--- config.mk ---
export PLATFORM = sky130hd
export DESIGN_NAME = fcmp_pipe_flat
export DESIGN_NICKNAME = d
export VERILOG_FILES = /design/src/rtl/fcmp_pipe_if.sv /design/src/rtl/fcmp_pipe.sv /design/src/flat_wrapper.sv
export SDC_FILE = /design/constraint.sdc
export NUM_CORES = 1
export LEC_CHECK = 0
export BUFFER_PORTS_ARGS = -buffer_cell sky130_fd_sc_hd__buf_4
export CAP_MARGIN = 20
export CORE_MARGIN = 4
export CORE_UTILIZATION = 51
export CTS_CLUSTER_DIAMETER = 80
export DETAILED_ROUTE_END_ITERATION = 10
export GPL_TIMING_DRIVEN = 0
export PLACE_DENSITY_LB_ADDON = 0.2
export SLEW_MARGIN = 20
export SYNTH_ARGS = -nofsm -noshare
export SYNTH_HDL_FRONTEND = slang
export SYNTH_SLANG_ARGS = --single-unit
--- constraint.sdc ---
create_clock -name clk -period 2.83 [get_ports clk]
set_clock_uncertainty 0.15 [all_clocks]
set_input_delay 0.1415 -clock clk [delete_from_list [all_inputs] [get_ports clk]]
set_output_delay 0.1415 -clock clk [all_outputs]
set_load 0.03 [all_outputs]
--- src/rtl/fcmp_pipe_if.sv ---
// Streaming bundle for fcmp_pipe: operand/predicate input channel and result output channel.
// The operand width is {exc[1:0], sign, exp[WE-1:0], frac[WF-1:0]}.
interface fcmp_pipe_if #(
    parameter int WE = 4,
    parameter int WF = 3
);
    localparam int W = WE + WF + 3;

    logic         in_valid;
    logic         in_ready;
    logic [2:0]   op;
    logic [W-1:0] X;
    logic [W-1:0] Y;
    logic         out_valid;
    logic         out_ready;
    logic         result;
    logic [2:0]   flags;
    logic         unordered;

    modport master (
        output in_valid, op, X, Y, out_ready,
        input  in_ready, out_valid, result, flags, unordered
    );

    modport slave (
        input  in_valid, op, X, Y, out_ready,
        output in_ready, out_valid, result, flags, unordered
    );
endinterface

--- src/rtl/fcmp_pipe.sv ---
// Pipelined FloPoCo float comparator with runtime predicate select and valid/ready flow control.
// Stage 1 holds decode + magnitude compare; the next stage holds the predicate; later stages only delay.
module fcmp_pipe #(
    parameter int WE     = 4,
    parameter int WF     = 3,
    parameter int STAGES = 2
) (
    input logic         clk,
    input logic         rst_n,
    fcmp_pipe_if.slave  bus
);
    localparam int W = WE + WF + 3;

    typedef struct packed {
        logic [1:0] ex;
        logic [1:0] ey;
        logic       sx;
        logic       sy;
        logic       mlt;
        logic       meq;
        logic [2:0] op;
    } dec_t;

    function automatic dec_t decode(input logic [2:0] p, input logic [W-1:0] x, input logic [W-1:0] y);
        dec_t d;
        d.ex  = x[W-1 -: 2];
        d.ey  = y[W-1 -: 2];
        d.sx  = x[WE+WF];
        d.sy  = y[WE+WF];
        d.mlt = (x[WE+WF-1:0] <  y[WE+WF-1:0]);
        d.meq = (x[WE+WF-1:0] == y[WE+WF-1:0]);
        d.op  = p;
        return d;
    endfunction

    // Coarse class order: -inf < -normal < zero < +normal < +inf (NaN handled separately).
    function automatic logic [2:0] rank(input logic [1:0] e, input logic s);
        logic [2:0] r;
        case (e)
            2'b00:   r = 3'd2;
            2'b01:   r = s ? 3'd1 : 3'd3;
            2'b10:   r = s ? 3'd0 : 3'd4;
            default: r = 3'd2;
        endcase
        return r;
    endfunction

    // Returns {result, gt, eq, lt, unordered}.
    function automatic logic [4:0] evaluate(input dec_t d);
        logic       uno, lt, eq, gt, res;
        logic [2:0] rx, ry;
        uno = (d.ex == 2'b11) || (d.ey == 2'b11);
        rx  = rank(d.ex, d.sx);
        ry  = rank(d.ey, d.sy);
        if (uno) begin
            lt = 1'b0; eq = 1'b0; gt = 1'b0;
        end else if (rx != ry) begin
            lt = (rx < ry); eq = 1'b0; gt = (rx > ry);
        end else if (d.ex == 2'b01) begin
            // Equal rank on normals means equal signs; negatives invert the magnitude sense.
            eq = d.meq;
            if (d.sx) begin
                lt = !d.mlt && !d.meq; gt = d.mlt;
            end else begin
                lt = d.mlt;            gt = !d.mlt && !d.meq;
            end
        end else begin
            lt = 1'b0; eq = 1'b1; gt = 1'b0;
        end
        case (d.op)
            3'd0:    res = eq;
            3'd1:    res = lt;
            3'd2:    res = lt | eq;
            3'd3:    res = gt;
            3'd4:    res = gt | eq;
            3'd5:    res = !eq;
            3'd6:    res = !uno;
            default: res = uno;
        endcase
        return {res, gt, eq, lt, uno};
    endfunction

    logic [STAGES-1:0] v_q;
    logic [STAGES-1:0] ld_s;
    logic [STAGES:0]   vin_s;
    logic [4:0]        out_s;
    dec_t              dec_d_s;

    assign dec_d_s = decode(bus.op, bus.X, bus.Y);
    assign vin_s   = {v_q, bus.in_valid};

    // A stage may load when any stage at or downstream of it is empty, or the consumer takes the output.
    for (genvar k = 0; k < STAGES; k++) begin : g_ld
        assign ld_s[k] = bus.out_ready | ~(&v_q[STAGES-1:k]);
    end

    // Stage valid bits shift forward on their load enables.
    always_ff @(posedge clk or negedge rst_n) begin
        if (!rst_n) begin
            v_q <= '0;
        end else begin
            for (int k = 0; k < STAGES; k++) begin
                if (ld_s[k]) begin
                    v_q[k] <= vin_s[k];
                end else begin
                    v_q[k] <= v_q[k];
                end
            end
        end
    end

    if (STAGES == 1) begin : g_one
        logic [4:0] res_q;

        // Single stage: decode and predicate evaluated combinationally into one register.
        always_ff @(posedge clk or negedge rst_n) begin
            if (!rst_n) begin
                res_q <= 5'd0;
            end else if (ld_s[0] && bus.in_valid) begin
                res_q <= evaluate(dec_d_s);
            end else begin
                res_q <= res_q;
            end
        end

        assign out_s = res_q;
    end else begin : g_multi
        dec_t       dec_q;
        logic [4:0] res_q [1:STAGES-1];

        // Stage 1 captures the decoded operands, magnitude compare and predicate select.
        always_ff @(posedge clk or negedge rst_n) begin
            if (!rst_n) begin
                dec_q <= '0;
            end else if (ld_s[0] && bus.in_valid) begin
                dec_q <= dec_d_s;
            end else begin
                dec_q <= dec_q;
            end
        end

        // Stage 2 evaluates the predicate; any further stages are plain delays.
        always_ff @(posedge clk or negedge rst_n) begin
            if (!rst_n) begin
                for (int k = 1; k < STAGES; k++) res_q[k] <= 5'd0;
            end else begin
                if (ld_s[1] && v_q[0]) res_q[1] <= evaluate(dec_q);
                for (int k = 2; k < STAGES; k++) begin
                    if (ld_s[k] && v_q[k-1]) res_q[k] <= res_q[k-1];
                end
            end
        end

        assign out_s = res_q[STAGES-1];
    end

    assign bus.in_ready  = ld_s[0];
    assign bus.out_valid = v_q[STAGES-1];
    assign bus.result    = out_s[4];
    assign bus.flags     = out_s[3:1];
    assign bus.unordered = out_s[0];
endmodule

--- src/flat_wrapper.sv ---
// flat-port wrapper written by rule: the top's interface ports become plain ports
module fcmp_pipe_flat 
#(
    parameter int WE     = 4,
    parameter int WF     = 3,
    parameter int STAGES = 2
)
  (clk, rst_n, bus_in_valid, bus_op, bus_X, bus_Y, bus_out_ready, bus_in_ready, bus_out_valid, bus_result, bus_flags, bus_unordered);
  fcmp_pipe_if #(.WE(WE), .WF(WF)) bus_i ();
  input logic clk;
  input logic rst_n;
  input wire logic [$bits(bus_i.in_valid)-1:0] bus_in_valid;
  input wire logic [$bits(bus_i.op)-1:0] bus_op;
  input wire logic [$bits(bus_i.X)-1:0] bus_X;
  input wire logic [$bits(bus_i.Y)-1:0] bus_Y;
  input wire logic [$bits(bus_i.out_ready)-1:0] bus_out_ready;
  output wire logic [$bits(bus_i.in_ready)-1:0] bus_in_ready;
  output wire logic [$bits(bus_i.out_valid)-1:0] bus_out_valid;
  output wire logic [$bits(bus_i.result)-1:0] bus_result;
  output wire logic [$bits(bus_i.flags)-1:0] bus_flags;
  output wire logic [$bits(bus_i.unordered)-1:0] bus_unordered;
  assign bus_i.in_valid = bus_in_valid;
  assign bus_i.op = bus_op;
  assign bus_i.X = bus_X;
  assign bus_i.Y = bus_Y;
  assign bus_i.out_ready = bus_out_ready;
  assign bus_in_ready = bus_i.in_ready;
  assign bus_out_valid = bus_i.out_valid;
  assign bus_result = bus_i.result;
  assign bus_flags = bus_i.flags;
  assign bus_unordered = bus_i.unordered;
  fcmp_pipe #(.WE(WE), .WF(WF), .STAGES(STAGES)) u_core (.clk(clk), .rst_n(rst_n), .bus(bus_i));
endmodule
==> results of run 1 <==
[kinds of logic after synthesis]
kind of cell             count (synthesis)  synth area share
flip-flops                              18             0.367
multiplexers                            12             0.108
buffers and inverters                   14            0.0438
adder cells (fa/ha/maj)                 18             0.183
XOR/XNOR                                 1           0.00713
AO/OA/AOI/OAI                           22             0.123
AND/OR/NAND/NOR                         39             0.168
[metal layers]
metal	wire length [um]	part of all wire	GRT usage	vias to the layer above
li1	-	-	-	536
met1	1160	0.42	0.202	482
met2	1380	0.50	0.351	42
met3	126	0.045	0.0294	10
met4	104	0.037	0.106	0
met5	0	0	0	-
[flip-flops by register name, indices dropped and copies added (netlist names)]
name / cells
u_core.v_q: 2
u_core.g_multi.res_q: 5
u_core.g_multi.dec_q: 11
[worst max path at each step]
| stage | start | to | slack (ns) | cells after the start |
|---|---|---|---|---|
| final | u_core.g_multi.dec_q[8]$_DFFE_PN0P_ | u_core.g_multi.res_q[4]$_DFFE_PN0P_ | 0.21 | 9 |
| after global placement | u_core.g_multi.dec_q[8]$_DFFE_PN0P_ | u_core.g_multi.res_q[4]$_DFFE_PN0P_ | 0.22 | 9 |
| after global routing | u_core.g_multi.dec_q[7]$_DFFE_PN0P_ | u_core.g_multi.res_q[4]$_DFFE_PN0P_ | 0.02 | 10 |
| after floorplan | u_core.g_multi.dec_q[8]$_DFFE_PN0P_ | u_core.g_multi.res_q[4]$_DFFE_PN0P_ | 0.35 | 9 |
| after CTS | u_core.g_multi.dec_q[8]$_DFFE_PN0P_ | u_core.g_multi.res_q[4]$_DFFE_PN0P_ | 0.14 | 9 |
| after detailed placement | u_core.g_multi.dec_q[8]$_DFFE_PN0P_ | u_core.g_multi.res_q[4]$_DFFE_PN0P_ | 0.14 | 9 |
[cell type report]
cell class,count,area [um^2],share of cell area
Tap cell,28,35.0,0.0210
Multi-Input combinational cell,92,737,0.443
Timing Repair Buffer,45,365,0.219
Inverter,12,45.0,0.0270
Sequential cell,18,452,0.271
Clock buffer,3,22.5,0.0135
Buffer,2,8.76,0.00526
[per-stage QoR]
step | area, um^2 | setup WS, ns | total power [mW]
2_1_floorplan | 1230 | 0.347 | 0.611
3_3_place_gp | 1510 | 0.220 | 0.724
3_5_place_dp | 1510 | 0.140 | 0.742
4_1_cts | 1640 | 0.136 | 0.875
5_1_grt | 1670 | 0.0200 | 0.965
6_report | 1670 | 0.205 | 0.893
[critical path, stage by stage (launching register included)]
cell,delay (ns)
dfrtp_1,0.43
inv_1,0.10
ha_1,0.15
mux2_2,0.36
ha_4,0.29
nand3_1,0.11
or3_1,0.41
a31oi_1,0.14
a31oi_1,0.11
a311o_1,0.28
[power breakdown]
part | switching (mW) | internal, mW | leakage (nW)
sequential | 0.0446 | 0.307 | 0.215
combinational | 0.214 | 0.201 | 0.592
clock | 0.0760 | 0.0495 | 0.0138
total | 0.335 | 0.558 | 0.821
[timing repair]
action                                 4_1_cts  5_1_grt
resized for setup                            0        2
hold buffers                                11        0
setup buffers                                0        1
setup endpoints to repair                    0        1
endpoints found under the hold margin       28        0
[cell usage in the layout, fill, tap and decap left out, types with 2 or more instances in the layout]
master,synthesis,layout
nand2_1,9,9
inv_1,12,12
a22o_1,2,2
o31ai_1,2,2
mux2i_1,2,2
nand2b_1,6,6
o22ai_1,2,2
o21ai_0,2,2
buf_4,0,34
nor2b_1,3,3
clkbuf_4,0,3
a31oi_1,2,2
nor2_1,8,8
nand4_1,2,2
a21oi_1,5,5
nand3b_1,3,3
nand3_1,2,2
dlygate4sd3_1,0,11
or3_1,2,2
mux2_2,10,10
ha_1,18,17
dfrtp_1,18,17
==> impl_metrics.toml, run 1 <==
[run_status]
status = "completed"

[worst_setup_path]
rr_worst_depth = 9
cp.arrival_ns = 2.66
critPathMaxFanout = 4
start_kind = "flop"
end_kind = "flop"
r2r-start = "u_core.g_multi.dec_q[8]$_DFFE_PN0P_"
regToRegSetupSlack_ns = 0.21
cp.required_ns = 2.87
critical_path_class = "reg -> reg"
worstReg2RegEnd = "u_core.g_multi.res_q[4]$_DFFE_PN0P_"

[min_path]
hp-start = "bus_out_ready"
min_path_type = "in -> reg"
min_to = "u_core.v_q[0]$_DFFE_PN0N_"
whs_path_depth = 3

[sta]
fin_crit_ns = 2.62
fmax_mhz = 381
fin_hold_ws_ns = 0.0177
min_period_over_period = 0.928
worst_pin_slew_ns = 0.350
hold_viol_final = 0
setup-violations-final = 0
slew-limit-headroom = 0.765
drv_slew = 0
totalNegativeSetupSlack_ns = 0
rsz0062_at_grt = "false"

[global_route]
grt_util_all_layers = 0.189
grt_max_degree = 19
grt_pass1_vias = 1174
gr-total-overflow = 0
antenna_found_initial = 0
grt_pass1_wl_um = 4850

[synth]
yosys-top-cells-area = "dfrtp_1, ha_1, mux2_2"
synthCells = 124
yosysWarningCount = 0
synth_area_mm2 = 0.00123
synth_top_area_share = 0.367
synth_ff_type = "dfrtp_1"
synth-edff-count = 0
ys_seq_area_frac = 0.367
synth.avg_cell_area_um2 = 9.91
synth-seq-cells = 18
ys_types = 33
synthTopCellsByCount = "dfrtp_1, ha_1, inv_1, mux2_2, nand2_1"
synth_top_area_cell = "dfrtp_1"
synth_nets = 169
synthArstFlopShare = 1.00

[cts]
numCtsBuffers = 3
cts.htree.levels = 1
cts.sinks = 18
clock_path_buffers = 2
cts_tree = "yes"
clk_latency_ns = 0.29
cts_root_buf = "clkbuf_4"
clkTransAtPathRegs_ns = 0.10

[detailed_routing]
drt_wl_total_um = 2780
drc = 0
antenna_left = 0
vias_per_cell = 5.35
vias = 1070
drt_iter0_drc = 10
wl_per_cell_um = 13.9
drt-pass1-iter-count = 5

[pwr]
power.density_mw_per_mm2 = 536
ir_drop_mv = 0.334
p_leak_nw = 0.821

[finish]
layout.nets = 219
nFillCells = 177
drive_gt1_frac = 0.297
area_growth_pct = 35.5
antenna_cells = 0
fin_util = 0.739
stdcell_count = 200

[floorplan]
die-height_um = 57.1
die_x_um = 57.1
initial_utilization = 0.545
die_area_mm2 = 0.00326
core-area_mm2 = 0.00225
ioPinCount = 34
num_rows = 17

[place]
dp_hpwl_um = 2030
io_buffers = 33
place_congestion = 0.745
dp.cells = 185

[job]
drv_cap = 0
Power figures use the tool's default switching activity.
==> run 2: changes to the inputs <==
==> constraint.sdc (replaced) <==
create_clock -name clk -period 2.89 [get_ports clk]
set_clock_uncertainty 0.15 [all_clocks]
set_input_delay 0 -clock clk [delete_from_list [all_inputs] [get_ports clk]]
set_output_delay 0 -clock clk [all_outputs]
set_load 0.03 [all_outputs]
==> run 2 against run 1 <==
- non-clock buffer count is 2 higher
- routed wire length is 3.4% lower
- final cell count is 1.0% higher
- sequential power is 2% lower
- highest routed layer unchanged
- core utilization is 0.94 points higher
- die area stayed put
- worst setup slack better by 0.035 ns
- first-iteration DRC count is 70% higher
- via count is 1.5% lower
- power is 2.8% lower
- critical endpoint unchanged
- worst hold slack worse by 0.0046 ns
- largest power group unchanged
==> impl_metrics.toml, run 2 (same netlist as run 1, synthesis figures left out) <==
[run_status]
status = "completed"

[worst_setup_path]
cp.required_ns = 2.92
end_kind = "flop"
cp.arrival_ns = 2.68
critical_path_class = "reg -> reg"
critPathMaxFanout = 4
r2r-start = "u_core.g_multi.dec_q[8]$_DFFE_PN0P_"
start_kind = "flop"
rr_worst_depth = 9
crit_start = "u_core.g_multi.dec_q[8]$_DFFE_PN0P_"

[detailed_routing]
vias_per_cell = 5.22
drt_iter0_drc = 17
drc = 0
antenna_left = 0
drt_wl_total_um = 2690
drt-pass1-iter-count = 4
wl_per_cell_um = 13.3
vias = 1054

[floorplan]
ioPinCount = 34
die-height_um = 57.1
initial_utilization = 0.545
core-area_mm2 = 0.00225
die_area_mm2 = 0.00326
die_x_um = 57.1
num_rows = 17

[sta]
fmax_mhz = 377
fin_hold_ws_ns = 0.0131
slew-limit-headroom = 0.472
setup-violations-final = 0
worst_slack_ns = 0.241
worst_pin_slew_ns = 0.789
hold_viol_final = 0
min_period_over_period = 0.917
fin_crit_ns = 2.65
drv_slew = 0

[cts]
post_cts_buffers = 0
cts_tree = "yes"
clkTransAtPathRegs_ns = 0.10
clk_latency_ns = 0.29
cts.htree.levels = 1
cts_root_buf = "clkbuf_4"
clock_path_buffers = 2
cts.sinks = 18
numCtsBuffers = 3

[global_route]
gr-total-overflow = 0
grt_max_degree = 19
grt_util_all_layers = 0.193
antenna_found_initial = 0
grt_pass1_wl_um = 4930
grt_pass1_vias = 1188

[pwr]
ir_drop_mv = 0.345
power.density_mw_per_mm2 = 515
p_leak_nw = 0.829

[min_path]
min_path_type = "in -> reg"
whs_path_depth = 4
hp-start = "bus_Y[0]"

[finish]
final_common_cell = "buf_4"
layout_common_cells = "buf_4, dfrtp_1, ha_1"
largest_reg_flops = 11
antenna_cells = 0
stdcell_count = 202
seq_area_um2 = 450
layout.nets = 221
multiInputGateArea_um2 = 737
area_growth_pct = 37.3
nFillCells = 174
largest_register = "u_core.g_multi.dec_q"
drive_gt1_frac = 0.282
top_regs = "u_core.g_multi.dec_q: 11 flops, u_core.g_multi.res_q: 5 flops, u_core.v_q: 2 flops"

[place]
dp.cells = 185
pre_cts_ws_ns = 0.200
dp_hpwl_um = 2030
place_congestion = 0.745
io_buffers = 33

[job]
drv_cap = 0
## run 2: cell types whose count changed in the layout (fill, tap and decap cells not counted), sizes merged
cell	before	now
dlygate4sd3	11	14
buf	35	34
## run 2: final timing paths
check | slack, ns | to
worst min register to register | 0.34 | u_core.g_multi.res_q[3]$_DFFE_PN0P_
min in group asynchronous | 0.71 | u_core.g_multi.res_q[3]$_DFFE_PN0P_
worst max-delay path | 0.24 | u_core.g_multi.res_q[4]$_DFFE_PN0P_
worst max register to register | 0.24 | u_core.g_multi.res_q[4]$_DFFE_PN0P_
max in group asynchronous | 1.38 | u_core.g_multi.dec_q[7]$_DFFE_PN0P_
worst min-delay path | 0.01 | u_core.g_multi.dec_q[3]$_DFFE_PN0P_
## run 2: where the power goes
part / switching, mW / internal [mW] / total [mW]
sequential: 0.0435 / 0.300 / 0.344
combinational: 0.206 / 0.197 / 0.403
clock: 0.0721 / 0.0484 / 0.120
total: 0.322 / 0.546 / 0.868
## run 2: repair_timing
action	CTS	global route
setup endpoints to repair	0	1
hold buffers	14	0
endpoints found under the hold margin	30	0
gates resized for setup	0	1
## run 2: layout make-up
class / count / share of cell area
clock buffers: 3 / 0.0134
inverters: 12 / 0.0267
flip-flops and latches: 18 / 0.267
repair buffers: 47 / 0.230
well taps: 28 / 0.0208
multi-input cells: 92 / 0.437
plain buffers: 2 / 0.00519
## run 2: layer usage
| metal | track usage | wire, um |
|---|---|---|
| met4 | 0.106 | 51 |
| met3 | 0.0271 | 121 |
| met1 | 0.208 | 1080 |
| met5 | 0 | 0 |
| met2 | 0.359 | 1430 |
## run 2: worst max-delay path, cell delays in order (launching register included)
cell	delay, ns
dfrtp_1	0.43
inv_1	0.10
ha_1	0.15
mux2_2	0.36
ha_4	0.29
nand3_1	0.11
or3_1	0.41
a31oi_1	0.18
a31oi_1	0.10
a311o_1	0.27
## run 2: stage by stage
stage | power, mW | TNS [ns] | utilization | cell area [um^2]
final | 0.868 | 0 | 0.748 | 1690
after global routing | 0.943 | -0.00325 | 0.748 | 1690
after CTS | 0.861 | 0 | 0.743 | 1670
after detailed placement | 0.726 | 0 | 0.670 | 1510
after global placement | 0.709 | 0 | 0.670 | 1510
after floorplan | 0.598 | 0 | - | 1230
==> run 3: changes to the inputs <==
--- a/config.mk
+++ b/config.mk
@@ -11,7 +11,6 @@
 export CORE_UTILIZATION = 51
 export CTS_CLUSTER_DIAMETER = 80
 export DETAILED_ROUTE_END_ITERATION = 10
-export GPL_TIMING_DRIVEN = 0
 export PLACE_DENSITY_LB_ADDON = 0.2
 export SLEW_MARGIN = 20
 export SYNTH_ARGS = -nofsm -noshare
==> run 3 against run 2 <==
- count of clock-buffer cells in the layout unchanged
- die area unchanged
- core utilization decreased by 0.94 points
- critical path depth unchanged
- fmax is 4.8% lower
- final cell count decreased by 0.99%
- largest cell class unchanged
- sequential share of layout area increased by 0.34 points
- non-clock buffer count shrank 2
- sequential power up 2%
==> impl_metrics.toml, run 3 (same netlist as run 1, synthesis figures left out) <==
[sta]
worst_slack_ns = 0.107
worst_pin_slew_ns = 0.805
fmax_mhz = 359
min_period_over_period = 0.963
fin_crit_ns = 2.78
setup-violations-final = 0
rsz0062_at_grt = "false"
slew-limit-headroom = 0.462
drv_slew = 0
hold_viol_final = 0
totalNegativeSetupSlack_ns = 0

[run_status]
status = "completed"

[detailed_routing]
drc = 0
drt-pass1-iter-count = 4
vias = 1074
wl_per_cell_um = 13.9
vias_per_cell = 5.37
antenna_left = 0
drt_iter0_drc = 7
drt_wl_total_um = 2770

[finish]
area_growth_pct = 35.5
stdcell_count = 200
nFillCells = 170
layout.nets = 219
top_regs = "u_core.g_multi.dec_q: 11 flops, u_core.g_multi.res_q: 5 flops, u_core.v_q: 2 flops"
final_common_cell = "buf_4"
antenna_cells = 0
layout_common_cells = "buf_4, ha_1, dfrtp_1"
largest_register = "u_core.g_multi.dec_q"
largest_reg_flops = 11
fin_area_mm2 = 0.00167
drive_gt1_frac = 0.273

[place]
place_congestion = 0.799
dp_hpwl_um = 2010
pre_cts_ws_ns = 0.198
dp.cells = 183
io_buffers = 33
place_area_mm2 = 0.00150

[cts]
clkTransAtPathRegs_ns = 0.10
cts.htree.levels = 1
clock_path_buffers = 2
clk_latency_ns = 0.28
numCtsBuffers = 3
cts_root_buf = "clkbuf_4"
postCtsResizedCells = 0
post_cts_buffers = 0
cts.sinks = 18
cts_tree = "yes"

[job]
drv_cap = 0

[worst_setup_path]
cp.depth = 9
rr_worst_depth = 9
cp.arrival_ns = 2.81
crit_buf_inv = 1
end_kind = "flop"
critPathMaxFanout = 5
cp_slowest_cell = "dfrtp_1"
cpPeakStageDelay_ns = 0.43
cp_cell_sequence = "inv_1 -> ha_1 -> nor3b_1 -> ha_1 -> nand3_1 -> or3_1 -> a31oi_1 -> a31oi_1 -> a311o_1"
crit_family = "simple AND/OR/NAND/NOR gates"
critical_path_class = "reg -> reg"
start_kind = "flop"
cp.required_ns = 2.92

[pwr]
total_power_mw = 0.858
p_leak_nw = 0.824
power.density_mw_per_mm2 = 515
ir_drop_mv = 0.318

[global_route]
grt_pass1_wl_um = 4800
grt_util_all_layers = 0.187
grt_max_degree = 19
antenna_found_initial = 0
gr-total-overflow = 0
grt_pass1_vias = 1099

[floorplan]
die_area_mm2 = 0.00326
initial_utilization = 0.545
die_x_um = 57.1
num_rows = 17
core-area_mm2 = 0.00225
ioPinCount = 34
die-height_um = 57.1

[min_path]
whs_path_depth = 4
min_path_type = "in -> reg"
==> run 3: metal layers <==
metal / global-route usage / share of wire / wire length (um) / up-vias
li1: - / - / - / 543
met2: 0.341 / 0.53 / 1460 / 32
met1: 0.213 / 0.42 / 1150 / 493
met5: 0 / 0 / 0 / -
met4: 0.0993 / 0.022 / 60 / 0
met3: 0.0204 / 0.037 / 103 / 6
==> run 3: path summary, 6_finish.rpt <==
kind                       slack (ns)                                 from                                  end
max reg2reg                      0.11  u_core.g_multi.dec_q[9]$_DFFE_PN0P_  u_core.g_multi.res_q[4]$_DFFE_PN0P_
min reg2reg                      0.35  u_core.g_multi.res_q[3]$_DFFE_PN0P_  u_core.g_multi.res_q[3]$_DFFE_PN0P_
min                              0.04                             bus_Y[0]  u_core.g_multi.dec_q[3]$_DFFE_PN0P_
min in group asynchronous        0.72                                rst_n  u_core.g_multi.dec_q[0]$_DFFE_PN0P_
max in group asynchronous        1.37                                rst_n  u_core.g_multi.dec_q[1]$_DFFE_PN0P_
max                              0.11  u_core.g_multi.dec_q[9]$_DFFE_PN0P_  u_core.g_multi.res_q[4]$_DFFE_PN0P_
==> run 3: where the power goes <==
part	leakage, nW	switching (mW)	internal, mW	total, mW
registers	0.216	0.0490	0.301	0.350
clock network	0.0138	0.0698	0.0484	0.118
logic	0.595	0.201	0.189	0.390
total	0.824	0.320	0.538	0.858
==> run 3: repair_timing <==
item,4_1_cts,5_1_grt
setup endpoints to repair,0,0
hold endpoints to repair,30,0
hold buffers,14,0
==> run 3: through the flow <==
step / util / hold slack [ns]
2_1_floorplan: - / -0.446
3_3_place_gp: 0.666 / -0.269
3_5_place_dp: 0.666 / -0.268
4_1_cts: 0.739 / 0.0290
5_1_grt: 0.739 / 0.0420
6_report: 0.739 / 0.0377
==> run 3: worst register-to-register path, cell delays in order (launching register included) <==
cell and delay, ns:
dfrtp_1 0.43, inv_1 0.08, ha_1 0.30, nor3b_1 0.32, ha_1 0.27, nand3_1 0.14
or3_1 0.41, a31oi_1 0.20, a31oi_1 0.11, a311o_1 0.27
==> run 3: layout make-up <==
class | instances | area (um^2) | area share
Clock buffer | 3 | 22.5 | 0.0135
Timing Repair Buffer | 47 | 388 | 0.233
Multi-Input combinational cell | 92 | 724 | 0.435
Inverter | 12 | 45.0 | 0.0270
Sequential cell | 18 | 450 | 0.270
Tap cell | 28 | 35.0 | 0.0210
